## src/rtl/dtw_pkg.sv

```systemverilog
// Shared types for the DTW query path: sequencer states and score limits.
package dtw_pkg;

    typedef enum logic [2:0] {
        IDLE,
        CLEAR,
        PRIME,
        RUN,
        CAPTURE,
        RESULT
    } state_t;

    localparam logic [63:0] DTW_SCORE_MAX = '1;

endpackage

```

## src/rtl/dtw_query_sequencer.sv

```systemverilog
// Runs one query through dtw_core_datapath: clear, prime, stream, latch,
// then hands minval/position out on a valid/ready result port.
import dtw_pkg::*;

module dtw_query_sequencer #(
    parameter int width    = 16,
    parameter int SQG_SIZE = 256
) (
    input  logic              clk,
    input  logic              rst_n,
    input  logic              start,
    input  logic              abort,
    input  logic [31:0]       ref_len_in,
    output logic              busy,
    input  logic              sqg_valid,
    output logic              sqg_ready,
    input  logic [width-1:0]  sqg_data,
    input  logic              ref_valid,
    output logic              ref_ready,
    input  logic [width-1:0]  ref_data,
    output logic              res_valid,
    input  logic              res_ready,
    output logic [width-1:0]  res_minval,
    output logic [31:0]       res_position,
    output logic              dp_rst,
    output logic              dp_running,
    output logic [width-1:0]  dp_squiggle,
    output logic [width-1:0]  dp_rword,
    output logic [31:0]       dp_ref_len,
    input  logic [width-1:0]  dp_minval,
    input  logic [31:0]       dp_position,
    input  logic              dp_done
);

    state_t      state;
    state_t      state_nxt;
    logic [31:0] len_q;
    logic [31:0] sqg_cnt;
    logic [31:0] ref_cnt;
    logic        sqg_need;
    logic        ref_need;
    logic        fire;
    logic        in_run;
    logic        kill;
    logic        launch;

    assign in_run   = (state == RUN);
    assign kill     = abort & (state != IDLE);
    assign launch   = (state == IDLE) & start;
    assign sqg_need = sqg_cnt < 32'(SQG_SIZE);
    assign ref_need = ref_cnt < len_q;
    assign fire     = (~sqg_need | sqg_valid) & (~ref_need | ref_valid);

    // An exhausted stream is padded with zeros, so it never holds up fire.
    assign sqg_ready  = in_run & ~kill & fire & sqg_need;
    assign ref_ready  = in_run & ~kill & fire & ref_need;
    assign dp_running = ~kill & ((state == PRIME) |
                                 (in_run & (fire | dp_done)));

    assign dp_squiggle = sqg_ready ? sqg_data : '0;
    assign dp_rword    = ref_ready ? ref_data : '0;
    assign dp_ref_len  = len_q;
    assign dp_rst      = ~rst_n | (state == CLEAR);
    assign busy        = (state != IDLE);
    assign res_valid   = (state == RESULT);

    always_comb begin
        state_nxt = state;
        unique case (state)
            IDLE: begin
                if (start)
                    state_nxt = (ref_len_in != '0) ? CLEAR : RESULT;
            end
            CLEAR:   state_nxt = PRIME;
            PRIME:   state_nxt = RUN;
            RUN:     if (dp_done) state_nxt = CAPTURE;
            CAPTURE: state_nxt = RESULT;
            RESULT:  if (res_ready) state_nxt = IDLE;
            default: state_nxt = IDLE;
        endcase
        if (kill)
            state_nxt = IDLE;
    end

    always_ff @(posedge clk or negedge rst_n) begin
        if (!rst_n) begin
            state        <= IDLE;
            len_q        <= '0;
            sqg_cnt      <= '0;
            ref_cnt      <= '0;
            res_minval   <= DTW_SCORE_MAX[width-1:0];
            res_position <= '0;
        end else begin
            state <= state_nxt;
            if (launch) begin
                if (ref_len_in != '0) begin
                    len_q   <= ref_len_in;
                    sqg_cnt <= '0;
                    ref_cnt <= '0;
                end else begin
                    res_minval   <= DTW_SCORE_MAX[width-1:0];
                    res_position <= '0;
                end
            end
            if (sqg_ready)
                sqg_cnt <= sqg_cnt + 32'd1;
            if (ref_ready)
                ref_cnt <= ref_cnt + 32'd1;
            if ((state == CAPTURE) && !kill) begin
                res_minval   <= dp_minval;
                res_position <= dp_position;
            end
        end
    end

endmodule
```

## config.mk

```make
export PLATFORM = sky130hd
export DESIGN_NAME = dtw_query_sequencer
export DESIGN_NICKNAME = d
export VERILOG_FILES = /design/src/rtl/dtw_pkg.sv /design/src/rtl/dtw_query_sequencer.sv
export SDC_FILE = /design/constraint.sdc
export NUM_CORES = 1
export LEC_CHECK = 0
export BUFFER_PORTS_ARGS = -buffer_cell sky130_fd_sc_hd__buf_4
export CORE_AREA = 5 5 173 175
export CTS_BUF_LIST = sky130_fd_sc_hd__clkbuf_8
export DETAILED_ROUTE_END_ITERATION = 8
export DIE_AREA = 0 0 178 180
export PLACE_DENSITY = 0.52
export SLEW_MARGIN = 15
export SYNTH_ARGS = -nofsm -noshare
export SYNTH_HDL_FRONTEND = slang
export SYNTH_SLANG_ARGS = --single-unit
export TNS_END_PERCENT = 100
```

## constraint.sdc

```tcl
create_clock -name clk -period 7.4 [get_ports clk]
set_input_delay 1.48 -clock clk [delete_from_list [all_inputs] [get_ports clk]]
set_output_delay 1.48 -clock clk [all_outputs]
set_load 0.1 [all_outputs]
```

**Word level (Yosys, flattened, before mapping)**

Cells that the tools add are included.
Widths: inputs -> output; s select.

- Register bits after elaboration: 147
- Latch bits: 0
- Memory bits (writable): 0
- ROM bits: 0
- Input port bits: 120
- Output and inout bits: 118
- Logic and storage cells: 70
- Memories kept: 0

- Add/subtract/negate cells: 2
- Multiply operators: 0
- Divide/modulo/power cells: 0
- Order comparisons: 2
- Equality and inequality tests: 9
- Shifts and indexed selects: 0
- Mux-type cells: 18
- Bitwise logic cells: 18
- Reductions and logical operators: 15

Operators by type and width:

| cell | count |
|---|---|
| $mux 32 | 7 |
| $mux 16 | 5 |
| $add 32x1->32 const B | 2 |
| $lt 32x32->1 | 1 |
| $lt 32x9->1 const B | 1 |
| $reduce_bool 32->1 | 1 |
| $pmux 3 s6 | 1 |
| $mux 3 | 5 |
| $reduce_bool 2->1 | 5 |
| $and 1x1->1 | 9 |
| $reduce_and 2->1 | 4 |
| $eq 3x2->1 const B | 2 |
| $eq 3x3->1 const B | 2 |
| $or 1x1->1 | 5 |
| $not 1->1 | 4 |
| $eq 3x1->1 const B | 1 |
| $logic_not 3->1 | 1 |
| $ne 3x1->1 const B | 1 |
| $ne 3x2->1 const B | 1 |
| $ne 3x3->1 const B | 1 |
| $reduce_and 3->1 | 1 |
| $reduce_bool 3->1 | 1 |
| $ne 2x1->1 const B | 1 |
| $logic_and 1x1->1 | 1 |
| $logic_not 1->1 | 1 |

**Longest topological paths before layout**

Gate-level depths: netlist of run 1.

- Depth after elaboration: 8
- Gate-level depth with buffers: 11

**Least setup slack after synthesis of run 1**

OpenSTA, ideal clock, no wires.

- Path type: register -> output
- From: reg len_q[30], in the netlist dp_ref_len[30]
- To: out dp_running
- Arrival time: 4963 ps
- Data required time: 5920 ps
- Setup slack: 957 ps
- Cell stages (with the launch flop): 11
- Path buffers: 2
- Cell sequence: dfrtp_1 > inv_1 > ha_1 > nand4_1 > nor4_2 > and3_1 > a22o_1 > buf_4 > buf_2 > o21ai_0 > a311oi_1

- Longest elaborated chain between the ends: 8

RTL lines:

| item | line | source |
|---|---|---|
| start: declaration | dtw_query_sequencer.sv:37 | `logic [31:0] len_q;` |
| start signal: assignment | dtw_query_sequencer.sv:97 | `len_q <= ref_len_in;` |
| $lt 32x32->1 | dtw_query_sequencer.sv:51 | `assign ref_need = ref_cnt < len_q;` |
| $not 1->1 | dtw_query_sequencer.sv:52 | `assign fire = (~sqg_need \| sqg_valid) & (~ref_need \| ref_valid);` |
| $or 1x1->1 | dtw_query_sequencer.sv:52 |  |
| $and 1x1->1 | dtw_query_sequencer.sv:52 |  |
| $or 1x1->1 | dtw_query_sequencer.sv:58 | `(in_run & (fire \| dp_done)));` |
| $and 1x1->1 | dtw_query_sequencer.sv:58 |  |
| $or 1x1->1 | dtw_query_sequencer.sv:57 | `assign dp_running = ~kill & ((state == PRIME) \|` |
| $and 1x1->1 | dtw_query_sequencer.sv:57 |  |
| end: declaration | dtw_query_sequencer.sv:26 | `output logic dp_running,` |

No other way between the ends.

**Final worst setup path of run 1**

- From: reg ref_cnt[23]
- To: out dp_squiggle[6]

- Longest elaborated chain between the ends: 7

RTL lines:

| item | line | source |
|---|---|---|
| start: declaration | dtw_query_sequencer.sv:39 | `logic [31:0] ref_cnt;` |
| start signal: assignment | dtw_query_sequencer.sv:108 | `ref_cnt <= ref_cnt + 32'd1;` |
| $lt 32x32->1 | dtw_query_sequencer.sv:51 |  |
| $not 1->1 | dtw_query_sequencer.sv:52 |  |
| $or 1x1->1 | dtw_query_sequencer.sv:52 |  |
| $and 1x1->1 | dtw_query_sequencer.sv:52 |  |
| $and 1x1->1 (2 in series) | dtw_query_sequencer.sv:55 | `assign sqg_ready = in_run & ~kill & fire & sqg_need;` |
| $mux 16 | dtw_query_sequencer.sv:60 | `assign dp_squiggle = sqg_ready ? sqg_data : '0;` |
| end: declaration | dtw_query_sequencer.sv:27 | `output logic [width-1:0] dp_squiggle,` |

No other way between the ends.

==> results.ini, run 1 <==
[outcome]
outcome = finished, final reports clean

[global_routing]
grt_pass1_vias = 6551
overflow = 0
grt_max_degree = 87
grt_pass1_wl_um = 34800
antenna_found_initial = 0
track_usage_pct = 13.4

[yosys]
synthFlopType = dfrtp_1
synth.avg_cell_area_sq_um = 10.5
yosysWarningCount = 0
ys_types = 53
synth_fp_nets = 869
ys_ff_latch = 147
synth_top_area_cell = dfrtp_1
synthDominantCellAreaShare_pct = 43.8
async_flop_share_pct = 100
synth.area.top_cells = dfrtp_1 44%, dfstp_2 5.6%, ha_1 5.5%
synth_area_sq_um = 7490
synth_edf_count = 0
seq_area_frac_synth_pct = 49.4
synthCells = 716

[floorplan]
std_cell_rows = 62
core_area_sq_um = 28300
die_area_sq_um = 32000
fp.dieH_um = 180
initial_utilization_pct = 26.5
io_pins = 238
die_w_um = 178

[hold_path]
hold_start = res_position[22]
hold_path.class = register to register
hold_depth = 1
holdPathEnd = res_position[22]

[route]
first_pass_iters = 4
vias = 6457
wl_per_cell_um = 16.3
drcViolationCount = 0
via_per_inst = 4.83
drt_wl_total_um = 21800
drt-initial-drc-count = 245
ant_nets = 0

[clock_network]
worst_skew_pair.late_latency_ns = 0.47
cts-root-buf = clkbuf_8
cts_buffers = 17
cts_tree = yes
clk_path_buf_depth = 2
htreeDepth = 4
cts_sinks = 147
postCtsSetupBuffers = 0
hold_buffers = 0
clk_pin_slew_ns = 0.09
cts_resized = 0

[finish]
syn2layout_area_growth_pct = 34.5
nets = 1093
drive_gt1_share_pct = 35.9
antenna_cells = 0

[worst_setup_path]
timing.rr.end = ref_cnt[21]
reg2reg_from = ref_cnt[29]
cp.required_ns = 5.92
startpoint_type = register
path_cells = ha_1 -> a21oi_1 -> o21ai_0 -> a221o_1 -> or3_1 -> o21ai_4 -> inv_2 -> and2_1 -> buf_4
cp.arrival_ns = 3.72
slowest_delay_ns = 0.54
ff2ff_setup_slack_ns = 3.91
r2r_cells = 9
cp_max_fo = 26
cpMaxStageDelayCell = or3_1
path_class = register to output pin
crit_path_end_kind = output pin

[pwr]
power_leakage_nw = 5.05
ir_drop_mv = 0.189
p_per_area_nw_per_um2 = 398
total_power_mw = 4.01

[sta]
fmaxAchievable_mhz = 192
worst_slew_pin_slew_ns = 1.06
rsz0062_at_grt = false
period_share_pct = 70.3
period_minus_slack_ns = 5.20
drv_slew = 0
finalSetupViolCount = 0
setup_tns_ns = 0
skew_ns = 0.0228
slew_headroom_pct = 29.1
finalHoldViolCount = 0

[placed_design]
io_buffer_count = 237
hpwl_um = 15700
gp_congestion = 0.761

[run]
cap_violations = 0

==> layout by cell type (no fill, tap or decap), types with 3 or more instances in the layout <==
cell      synthesis  final
inv_8             0      6
nor2_1           32     32
ha_1             33     33
dfstp_2          16     16
or3_1             8      8
a22o_1           33     33
or2_2             3      3
mux2_2           33     33
nor3_1           29     28
nand2_1          46     46
buf_4             1    246
a21oi_1          12     11
a211oi_1          3      3
dfrtp_1         131    131
nor2b_1           3      3
inv_1            42     42
clkinv_4          0      3
and4_1            6      6
nand4_1          17     17
inv_6             0      3
o221ai_1          6      6
and3_1           52     52
o22a_1           16     16
clkbuf_8          0     17
nor4_1           27     27
nand3_1          15     15
a21o_1            5      5
o21ai_0          22     22
a221o_1          24     24
a211o_1           5      5
and2_1           23     23
==> layout make-up <==
type                    count  area (sq um)
fillers                  2902         18200
flip-flops and latches    147          3700
multi-input cells         483          3450
repair buffers            247          1860
well taps                 384           480
clock buffers              17           234
clock inverters            15           188
inverters                  44           165
==> worst max path at each step <==
stage	slack (ns)	start	endpoint
floorplan	0.96	dp_ref_len[30]	dp_running
global placement	2.45	abort	dp_squiggle[12]
detailed placement	2.36	abort	dp_squiggle[6]
CTS	2.15	ref_cnt[23]	dp_squiggle[6]
global route	1.91	ref_cnt[23]	dp_squiggle[0]
finish	2.20	ref_cnt[23]	dp_squiggle[6]
==> where the power goes <==
group	internal, mW	leakage (nW)	switching (mW)	total, mW
clock network	0.318	0.213	0.371	0.689
registers	1.01	1.90	0.136	1.15
logic	0.485	2.93	1.69	2.17
==> metrics by stage <==
step	util, %	setup WS [ns]	cells	hold slack (ns)	instance area [sq um]
2_1_floorplan	-	0.957	716	0.450	7490
3_3_place_gp	34.1	2.45	1305	0.483	9650
3_5_place_dp	34.1	2.36	1305	0.487	9650
4_1_cts	35.6	2.15	1337	0.512	10100
5_1_grt	35.6	1.91	1337	0.523	10100
6_report	35.6	2.20	1337	0.506	10100
==> registers in the layout (all words and copies together) (netlist names) <==
name,count
res_minval,16
ref_cnt,32
state,3
sqg_cnt,32
dp_ref_len,32
res_position,32
==> Yosys cell counts (2+ instances only) <==
cell	number
nor4_1	27
o22a_1	16
nand3_1	15
a221o_1	24
nor3_1	29
o21a_1	2
and4_1	6
nor2b_1	3
nor2_1	32
o31ai_1	2
mux2_2	33
clkbuf_1	20
a2bb2oi_1	2
nand2_1	46
dfrtp_1	131
a21o_1	5
nand4_1	17
a211oi_1	3
dfstp_2	16
a211o_1	5
buf_2	20
or2_2	3
ha_1	33
mux2i_1	2
or3_1	8
inv_1	42
o21ai_0	22
a22o_1	33
nor4b_1	2
nand2b_1	2
and3_1	52
inv_2	2
a31oi_1	3
a21oi_1	12
and2_1	23
o221ai_1	6
==> cell families after synthesis <==
family	after synthesis	synth area share, %
DFF	147	49.4
buffers and inverters	86	4.79
muxes	35	5.23
AOI/OAI and AO/OA	145	15.4
and+or+nand+nor	270	19.7
adders and majority gates	33	5.51
==> metal layers <==
metal  GRT usage (%)  wire [um]
met5               0          0
met3            2.92       1260
met1            18.5      10400
met4            3.87        289
met2            21.1       9880
==> worst max-delay path, delay by kind of cell, from the launching register on <==
kind,cells,cell delay [ns]
AOI/OAI and AO/OA,4,1.22
and+or+nand+nor,2,0.76
DFF,1,0.47
buffers and inverters,2,0.46
adders and majority gates,1,0.34
(Power assumes the default switching activity.)
==> inputs of run 2 (changes only) <==
- PLACE_DENSITY: 0.52 -> 0.54
- clock period: 7.4 -> 4.3 ns (I/O delays scaled with it)
==> run 2 against run 1 <==
Final area rose by 1.3%. Non-clock buffer count rose by 7. Register-to-register slack got worse by 2.6 ns. Global-route usage rose by 0.10 points. Die area did not move. Hold slack got worse by 0.21 ns. Core utilization rose by 0.45 points. Clock-buffer cell count did not move. Via count rose by 0.88%. Highest routed layer unchanged.
==> results.ini, run 2 (same netlist as run 1, synthesis figures left out) <==
[worst_setup_path]
cp_max_fo = 18
cp.required_ns = 3.44
path_class = register to output pin
timing.rr.end = ref_cnt[21]
reg2reg_from = ref_cnt[23]
crit_path_end_kind = output pin
cp.arrival_ns = 3.21
r2r_cells = 9
ff2ff_setup_slack_ns = 1.36
startpoint_type = register

[finish]
fillCellCount = 2891
layout.cells.most_common_list = 239 x buf_4, 122 x dfrtp_1, 46 x nand2_1
final_common_cell = buf_4
nets = 1101
antenna_cells = 0
syn2layout_area_growth_pct = 36.2
fin_util_pct = 36.0
drive_gt1_share_pct = 38.6
instances_no_fill = 1345

[run]
cap_violations = 0

[sta]
slew_headroom_pct = 40.0
finalSetupViolCount = 0
finalHoldViolCount = 0
holdWs_ns = 0.297
fmaxAchievable_mhz = 246
skew_ns = 0.0151
drv_slew = 0
period_share_pct = 94.6
worst_slew_pin_slew_ns = 0.901
period_minus_slack_ns = 4.07

[floorplan]
die_w_um = 178
initial_utilization_pct = 26.5
fp.dieH_um = 180
die_area_sq_um = 32000
std_cell_rows = 62
core_area_sq_um = 28300
io_pins = 238

[clock_network]
htreeDepth = 4
clk_path_buf_depth = 2
cts_buffers = 17
cts_sinks = 147
worst_skew_pair.late_latency_ns = 0.45
cts_tree = yes
clk_pin_slew_ns = 0.10
cts-root-buf = clkbuf_8

[route]
wl_per_cell_um = 16.4
drt_wl_total_um = 22100
ant_nets = 0
via_per_inst = 4.84
drcViolationCount = 0
vias = 6514
first_pass_iters = 5
drt-initial-drc-count = 346

[global_routing]
met2_usage_pct = 20.8
gr-usage-met3_pct = 3.30
grt_max_degree = 68
overflow = 0
grt_pass1_wl_um = 35300
track_usage_pct = 13.5
top_usage_layer = met2
grt_pass1_vias = 6733
antenna_found_initial = 0
grt.met1_usage_pct = 18.9

[placed_design]
io_buffer_count = 237
hpwl_um = 15900
dp.cells = 1311
gp_congestion = 0.766

[pwr]
total_power_mw = 6.83
p_per_area_nw_per_um2 = 670
power_leakage_nw = 5.07
ir_drop_mv = 0.464

[outcome]
outcome = finished, final reports clean

[hold_path]
hold_path.class = input port to async pin

-- run 2: cell count changes in the layout (fill, tap and decap cells not counted), sizes merged --
cell | previous run | this run
buf | 247 | 254
clkinvlp | 1 | 3
bufinv | 2 | 1
inv | 53 | 52
nor2 | 33 | 34
-- run 2: layout make-up --
cell class              count  area [sq um]  share of cell area, %
clock inverters            15           146                   1.43
well taps                 384           480                   4.71
multi-input cells         484          3500                   34.3
repair buffers            254          1960                   19.2
flip-flops and latches    147          3710                   36.4
clock buffers              17           234                   2.29
inverters                  44           168                   1.64
-- run 2: layer usage --
layer | part of all wire [%] | vias to the layer above | wire length (um)
li1 | - | 3141 | -
met2 | 44 | 228 | 9710
met5 | 0 | - | 0
met4 | 1.6 | 0 | 353
met3 | 7.0 | 19 | 1550
met1 | 47 | 3126 | 10500
-- run 2: repair_timing --
item | in CTS | in global routing
buffers inserted | 0 | 1
hold buffers | 0 | 0
cloned | 0 | 1
gates resized for setup | 2 | 17
pin swaps | 1 | 1
setup endpoints to repair | 16 | 18
-- run 2: worst max path at each step --
stage                              start               to  slack (ns)
after floorplan           dp_ref_len[22]       dp_running       -0.06
after global placement       ref_cnt[30]   dp_squiggle[2]        0.47
after detailed placement     ref_cnt[30]  dp_squiggle[14]        0.45
after CTS                    ref_cnt[17]  dp_squiggle[12]        0.08
after global routing         ref_cnt[30]   dp_squiggle[1]       -0.01
final                        ref_cnt[27]   dp_squiggle[1]        0.23
-- run 2: where the power goes --
part           leakage [nW]  switching, mW  internal (mW)
registers              1.89          0.229           1.75
logic                  2.99           2.93          0.844
clock network         0.188          0.607          0.475
-- run 2: critical path: stages (launching register included) --
cell and delay, ns:
dfrtp_1 0.46, ha_1 0.35, nand4_1 0.21, nor4_4 0.40
and3_1 0.23, a22o_2 0.26, buf_4 0.22, o21ai_4 0.08
inv_4 0.13, and2_1 0.14, buf_4 0.28
-- run 2: metrics by stage --
stage	setup WS [ns]	instance area (sq um)	TNS [ns]
after global placement	0.474	9740	0
after CTS	0.0808	10100	0
after global routing	-0.0135	10200	-0.0387
after detailed placement	0.448	9740	0
final	0.233	10200	0
after floorplan	-0.0551	7530	-0.0551
